===== config.mk =====
export PLATFORM = sky130hd
export DESIGN_NAME = prefetch_fetch_unit
export DESIGN_NICKNAME = d
export VERILOG_FILES = /design/src/rtl/prefetch_fetch_unit.sv
export SDC_FILE = /design/constraint.sdc
export NUM_CORES = 1
export LEC_CHECK = 0
export CAP_MARGIN = 20
export CORE_MARGIN = 2
export CORE_UTILIZATION = 55
export DETAILED_ROUTE_END_ITERATION = 7
export GPL_TIMING_DRIVEN = 0
export PLACE_DENSITY = 0.77
export SETUP_SLACK_MARGIN = 0.5
export SYNTH_ARGS = -nofsm -noshare
export SYNTH_HDL_FRONTEND = slang
export SYNTH_SLANG_ARGS = --single-unit

===== constraint.sdc =====
create_clock -name clock -period 2.95 [get_ports clock]
set_input_delay 0.295 -clock clock [delete_from_list [all_inputs] [get_ports clock]]
set_output_delay 0.295 -clock clock [all_outputs]
set_load 0.05 [all_outputs]

===== src/rtl/prefetch_fetch_unit.sv =====
// prefetch_fetch_unit
//
// Instruction-fetch front end with a DEPTH-entry prefetch queue of {pc, instruction} pairs.
// Requests go to instruction memory over a rd_en/ack handshake, with at most one request
// outstanding at a time. Queue entries go to decode over valid/ready. A redirect flushes the
// queue and restarts fetch at a new PC. When a redirect arrives while a request is still
// waiting for its ack, that request is held until it completes and its data is then dropped.
//
// Ports
//   clock        in   system clock, rising edge
//   reset        in   asynchronous active-low reset
//   fetch_en     in   permits new memory requests
//   mem_rd_en    out  instruction read request, held until mem_ack
//   mem_addr     out  request address, stable while mem_rd_en=1
//   mem_ack      in   request completes this cycle; mem_rd_data is valid
//   mem_rd_data  in   instruction word
//   redirect     in   flush the queue and restart fetch at redirect_pc
//   redirect_pc  in   new fetch address; bits [1:0] are ignored
//   inst_valid   out  queue head valid
//   inst_ready   in   decode consumes the head when inst_valid=1
//   inst         out  head instruction
//   inst_pc      out  head PC
//   queue_count  out  current queue occupancy
module prefetch_fetch_unit #(
  parameter int unsigned          DATA_SIZE = 32,
  parameter int unsigned          DEPTH     = 4,
  parameter logic [DATA_SIZE-1:0] RESET_PC  = '0
) (
  input  logic                     clock,
  input  logic                     reset,
  input  logic                     fetch_en,
  output logic                     mem_rd_en,
  output logic [DATA_SIZE-1:0]     mem_addr,
  input  logic                     mem_ack,
  input  logic [31:0]              mem_rd_data,
  input  logic                     redirect,
  input  logic [DATA_SIZE-1:0]     redirect_pc,
  output logic                     inst_valid,
  input  logic                     inst_ready,
  output logic [31:0]              inst,
  output logic [DATA_SIZE-1:0]     inst_pc,
  output logic [$clog2(DEPTH):0]   queue_count
);

  localparam int unsigned PtrW = $clog2(DEPTH);
  localparam int unsigned CntW = PtrW + 1;
  localparam logic [CntW-1:0] DepthC = CntW'(DEPTH);

  typedef enum logic [1:0] {
    StIdle,
    StReq,
    StDiscard
  } state_e;

  state_e               r_state;
  state_e               w_state_next;
  logic [DATA_SIZE-1:0] r_fetch_pc;
  logic [DATA_SIZE-1:0] w_fetch_pc_next;
  logic [DATA_SIZE-1:0] r_stale_addr;
  logic [DATA_SIZE-1:0] w_stale_addr_next;
  logic [PtrW-1:0]      r_head;
  logic [PtrW-1:0]      r_tail;
  logic [CntW-1:0]      r_count;

  logic [DATA_SIZE-1:0] r_pc_mem   [DEPTH];
  logic [31:0]          r_inst_mem [DEPTH];

  logic                 w_push;
  logic                 w_pop;
  logic [CntW-1:0]      w_next_count;
  logic                 w_credit;
  logic [DATA_SIZE-1:0] w_redirect_pc;
  logic                 w_unused_rpc_lsb;

  assign w_unused_rpc_lsb = ^redirect_pc[1:0];
  assign w_redirect_pc    = {redirect_pc[DATA_SIZE-1:2], 2'b00};

  assign inst_valid  = (r_count != '0);
  assign inst        = r_inst_mem[r_head];
  assign inst_pc     = r_pc_mem[r_head];
  assign queue_count = r_count;

  // Memory-side outputs depend on registered state only, so there is no path from mem_ack.
  assign mem_rd_en = (r_state != StIdle);
  assign mem_addr  = (r_state == StDiscard) ? r_stale_addr : r_fetch_pc;

  assign w_push       = (r_state == StReq) & mem_ack & ~redirect;
  assign w_pop        = inst_valid & inst_ready & ~redirect;
  assign w_next_count = r_count + CntW'(w_push) - CntW'(w_pop);
  // A new request is only issued if its returning word is guaranteed a free slot.
  assign w_credit     = (w_next_count < DepthC);

  always_comb begin
    w_state_next      = r_state;
    w_fetch_pc_next   = r_fetch_pc;
    w_stale_addr_next = r_stale_addr;

    if (redirect) begin
      w_fetch_pc_next = w_redirect_pc;
    end else if (w_push) begin
      w_fetch_pc_next = r_fetch_pc + DATA_SIZE'(4);
    end

    unique case (r_state)
      StIdle: begin
        // After a redirect the queue is empty, so credit is implied.
        if (redirect) begin
          if (fetch_en) w_state_next = StReq;
        end else if (fetch_en && w_credit) begin
          w_state_next = StReq;
        end
      end
      StReq: begin
        if (redirect) begin
          if (mem_ack) begin
            w_state_next = fetch_en ? StReq : StIdle;
          end else begin
            // The memory still owns this request; keep presenting its address until it acks.
            w_stale_addr_next = r_fetch_pc;
            w_state_next      = StDiscard;
          end
        end else if (mem_ack) begin
          w_state_next = (fetch_en && w_credit) ? StReq : StIdle;
        end
      end
      StDiscard: begin
        // The stale request ends on ack even if another redirect arrives in the same cycle.
        if (mem_ack) w_state_next = fetch_en ? StReq : StIdle;
      end
      default: w_state_next = StIdle;
    endcase
  end

  always_ff @(posedge clock or negedge reset) begin
    if (!reset) begin
      r_state      <= StIdle;
      r_fetch_pc   <= RESET_PC;
      r_stale_addr <= RESET_PC;
      r_head       <= '0;
      r_tail       <= '0;
      r_count      <= '0;
    end else begin
      r_state      <= w_state_next;
      r_fetch_pc   <= w_fetch_pc_next;
      r_stale_addr <= w_stale_addr_next;
      if (redirect) begin
        r_head  <= '0;
        r_tail  <= '0;
        r_count <= '0;
      end else begin
        r_count <= w_next_count;
        if (w_pop)  r_head <= r_head + PtrW'(1);
        if (w_push) r_tail <= r_tail + PtrW'(1);
      end
    end
  end

  // Payload storage needs no reset; entries are qualified by r_count.
  always_ff @(posedge clock) begin
    if (w_push) begin
      r_pc_mem[r_tail]   <= r_fetch_pc;
      r_inst_mem[r_tail] <= mem_rd_data;
    end
  end

endmodule


==> impl_metrics.xml <==
<?xml version="1.0" encoding="UTF-8"?>
<metrics>
  <group name="run_status">
    <metric name="outcome" unit="">complete, no violations</metric>
  </group>
  <group name="finish">
    <metric name="design.final.nets" unit="">1001</metric>
    <metric name="num_antenna_cells" unit="">0</metric>
    <metric name="layout_cell_share_with_drive_strength_beyond_1" unit="%">34.7</metric>
    <metric name="area.growth.synth_to_final" unit="%">23.9</metric>
    <metric name="layout.core_utilization" unit="%">69.9</metric>
  </group>
  <group name="timing">
    <metric name="timing.final.setup_violations" unit="">0</metric>
    <metric name="slew_limit_fails" unit="">0</metric>
    <metric name="skew" unit="ps">22.0</metric>
    <metric name="worst_slew_margin_rel" unit="%">39.6</metric>
    <metric name="hold_viol" unit="">0</metric>
    <metric name="tightest_slew" unit="ps">906</metric>
    <metric name="fin_crit_sh" unit="%">90.7</metric>
    <metric name="fin_crit" unit="ps">2670</metric>
    <metric name="rsz_0062_raised_after_global_routing" unit="">yes</metric>
    <metric name="fmax_achieved" unit="GHz">0.374</metric>
  </group>
  <group name="synth">
    <metric name="syn_inst_count" unit="">705</metric>
    <metric name="synth.ff_latch_count" unit="">317</metric>
    <metric name="netlist_area" unit="mm2">0.0128</metric>
    <metric name="synth_flop_cell" unit="">sky130_fd_sc_hd__edfxtp_1</metric>
    <metric name="synth.yosys.seq_area_share" unit="%">71.4</metric>
    <metric name="syn_area_per_cell" unit="um2">18.2</metric>
    <metric name="synth-warning-count" unit="">0</metric>
    <metric name="post_synth_arst_share" unit="%">21.8</metric>
    <metric name="synth.distinct_cells" unit="">55</metric>
    <metric name="synth_enable_flop_cells" unit="">248</metric>
  </group>
  <group name="pwr">
    <metric name="power_per_cell_area" unit="mW/mm2">861</metric>
    <metric name="power.ir.vdd_worst" unit="mV">0.570</metric>
    <metric name="leakage" unit="nW">5.58</metric>
    <metric name="finalPower" unit="mW">13.7</metric>
  </group>
  <group name="floorplan">
    <metric name="boundaryPins" unit="">171</metric>
    <metric name="start_util" unit="%">56.4</metric>
    <metric name="die-height" unit="um">157</metric>
    <metric name="coreArea" unit="mm2">0.0228</metric>
    <metric name="die_outline_area" unit="mm2">0.0246</metric>
    <metric name="core.rowCount" unit="">55</metric>
    <metric name="die_x" unit="um">157</metric>
  </group>
  <group name="clock_network">
    <metric name="cts.sinks" unit="">317</metric>
    <metric name="clock_latency" unit="ps">510</metric>
    <metric name="ctsLongestPathBuffers" unit="">3</metric>
    <metric name="clk_pin_slew_worst_paths" unit="ps">60</metric>
    <metric name="cts_tree" unit="">done</metric>
    <metric name="ctsRootBufferMaster" unit="">sky130_fd_sc_hd__clkbuf_16</metric>
    <metric name="cts_made_buffers" unit="">34</metric>
    <metric name="cts_htree_levels" unit="">2</metric>
  </group>
  <group name="setup_path">
    <metric name="timing.critical_path.from_type" unit="">flop</metric>
    <metric name="path_class" unit="">reg -&gt; reg</metric>
    <metric name="crit_required" unit="ps">3330</metric>
    <metric name="worstPathMaxFanout" unit="">2</metric>
    <metric name="worst-endpoint-arrival" unit="ps">3060</metric>
    <metric name="critPathCaptureType" unit="">flop</metric>
  </group>
  <group name="placed_design">
    <metric name="detailed_place_hpwl" unit="um">17500</metric>
    <metric name="place.gp.congestion" unit="">0.855</metric>
    <metric name="port-buffer-count" unit="">163</metric>
  </group>
  <group name="routing">
    <metric name="detail_route.vias_per_cell" unit="">5.89</metric>
    <metric name="firstDrtPassIters" unit="">5</metric>
    <metric name="num_vias" unit="">7422</metric>
    <metric name="route.antenna.remaining_nets" unit="">0</metric>
    <metric name="detailedRoute.firstIterationViolations" unit="">735</metric>
    <metric name="drt-wirelength-per-cell" unit="um">22.0</metric>
    <metric name="drc_errors" unit="">0</metric>
    <metric name="aggregate_routed_wire_length" unit="um">27700</metric>
  </group>
  <group name="global_routing">
    <metric name="grt_ovf" unit="">0</metric>
    <metric name="grt_max_degree" unit="">70</metric>
    <metric name="via_count_of_the_first_global_routing_pass" unit="">7739</metric>
    <metric name="grt_first_pass_wirelength" unit="um">42400</metric>
    <metric name="grt_antenna_before_repair" unit="">0</metric>
    <metric name="globalRouteTotalUtil" unit="%">22.9</metric>
  </group>
  <group name="hold_path">
    <metric name="holdCritPathClass" unit="">in -&gt; reg</metric>
  </group>
  <group name="flow_run">
    <metric name="max_cap_viol_count" unit="">0</metric>
  </group>
</metrics>
[Yosys cell counts (12+ instances only)]
master | count | area [um2]
sky130_fd_sc_hd__edfxtp_1 | 248 | 7450
sky130_fd_sc_hd__clkbuf_1 | 17 | 63.8
sky130_fd_sc_hd__mux2_2 | 54 | 608
sky130_fd_sc_hd__nand3_1 | 13 | 65.1
sky130_fd_sc_hd__a31oi_1 | 12 | 75.1
sky130_fd_sc_hd__nand2_1 | 31 | 116
sky130_fd_sc_hd__o21ai_0 | 20 | 100
sky130_fd_sc_hd__dfrtp_1 | 69 | 1730
sky130_fd_sc_hd__mux4_2 | 62 | 1400
sky130_fd_sc_hd__inv_1 | 13 | 48.8
sky130_fd_sc_hd__nor2_1 | 26 | 97.6
[power breakdown]
part / leakage [nW] / internal (mW) / switching [mW]
Sequential: 3.05 / 5.28 / 0.281
Clock: 0.502 / 2.26 / 1.61
Combinational: 2.02 / 1.58 / 2.69
[repair_timing]
| action | CTS | global route |
|---|---|---|
| hold buffers | 1 | 0 |
| endpoints found under the setup margin | 94 | 54 |
| endpoints found under the hold margin | 69 | 0 |
| setup buffers | 7 | 4 |
| pin swaps | 4 | 8 |
| gates resized for setup | 437 | 83 |
[layer usage]
| metal | part of all wire (%) | GRT usage (%) | vias up |
|---|---|---|---|
| met5 | 0 | 0 | - |
| met4 | 2.6 | 7.08 | 0 |
| met3 | 7.7 | 4.15 | 59 |
| met2 | 49 | 37.6 | 370 |
| met1 | 41 | 31.5 | 3747 |
| li1 | - | - | 3246 |
[path summary, 6_finish.rpt]
check,start,to,slack (ps),depth (start not counted)
max in group asynchronous,reset,r_fetch_pc[2],1870,2
hold / removal,mem_ack,r_state[1],190,3
hold reg to reg,r_stale_addr[19],r_stale_addr[19],500,1
setup / recovery,queue_count[2],r_state[0],280,12
setup reg to reg,queue_count[2],r_state[0],280,12
min in group asynchronous,reset,r_stale_addr[26],450,2
[layout make-up]
type | instances | area [um2]
multi-input cells | 334 | 3470
fillers | 1449 | 6860
clock inverters | 13 | 77.6
inverters | 14 | 55.1
well taps | 313 | 392
clock buffers | 47 | 951
flip-flops and latches | 317 | 9180
plain buffers | 43 | 339
repair buffers | 179 | 1450
[logic make-up after synthesis]
kind of cell / count (synthesis) / synth area share [%]
AOI/OAI and AO/OA: 54 / 2.75
xor gates and xnor gates: 16 / 1.20
adders and majority gates: 8 / 0.838
buffers and inverters: 57 / 2.23
DFF: 317 / 71.4
muxes: 118 / 15.8
other: 1 / 0.0292
and+or+nand+nor: 134 / 5.79
[state kept, by name, summed over array words and instances (netlist names)]
name          count
r_inst_mem      128
r_pc_mem        120
r_fetch_pc       30
r_stale_addr     30
queue_count       3
r_head            2
r_state           2
r_tail            2
[critical path, stage by stage (launching register included)]
cell	delay (ps)
sky130_fd_sc_hd__dfrtp_2	400
sky130_fd_sc_hd__or3_4	410
sky130_fd_sc_hd__nand2_4	80
sky130_fd_sc_hd__nor2_4	40
sky130_fd_sc_hd__ha_4	250
sky130_fd_sc_hd__inv_4	60
sky130_fd_sc_hd__ha_4	120
sky130_fd_sc_hd__inv_2	40
sky130_fd_sc_hd__fa_2	380
sky130_fd_sc_hd__xnor3_1	200
sky130_fd_sc_hd__nor2_2	160
sky130_fd_sc_hd__a2111oi_2	70
sky130_fd_sc_hd__or3_1	340
[per-stage QoR]
| stage | area, um2 | hold WS (ps) | setup TNS, ps | cells | setup WS [ps] |
|---|---|---|---|---|---|
| 2_1_floorplan | 12900 | -0.591 | 0 | 708 | 198 |
| 3_3_place_gp | 14900 | 485 | -107830 | 1184 | -1020 |
| 3_5_place_dp | 15000 | 475 | -6750 | 1188 | -504 |
| 4_1_cts | 15900 | 120 | 0 | 1256 | 349 |
| 5_1_grt | 15900 | 193 | 0 | 1260 | 212 |
| 6_report | 15900 | 186 | 0 | 1260 | 276 |
[cells in the final DEF (no fill, tap or decap), drive strengths merged, types with 2 or more instances in the layout]
master,n
conb,4
nand4b,2
xnor2,11
edfxtp,248
o21ai,20
nand4,9
buf,118
nand2b,3
or2,2
nor2b,2
and3,4
dlygate4sd2,3
nor3,6
or4,10
clkbuf,72
nand3,15
ha,7
and2,4
nor2,26
o31ai,9
o31a,4
clkdlybuf4s50,69
mux4,62
or3,6
mux2i,2
dfrtp,69
nor4,10
inv,13
clkdlybuf4s15,4
a31oi,12
mux2,54
and4,2
xor2,4
nand2,31
clkinv,14
Note: power is estimated with default switching activity, not from simulation.
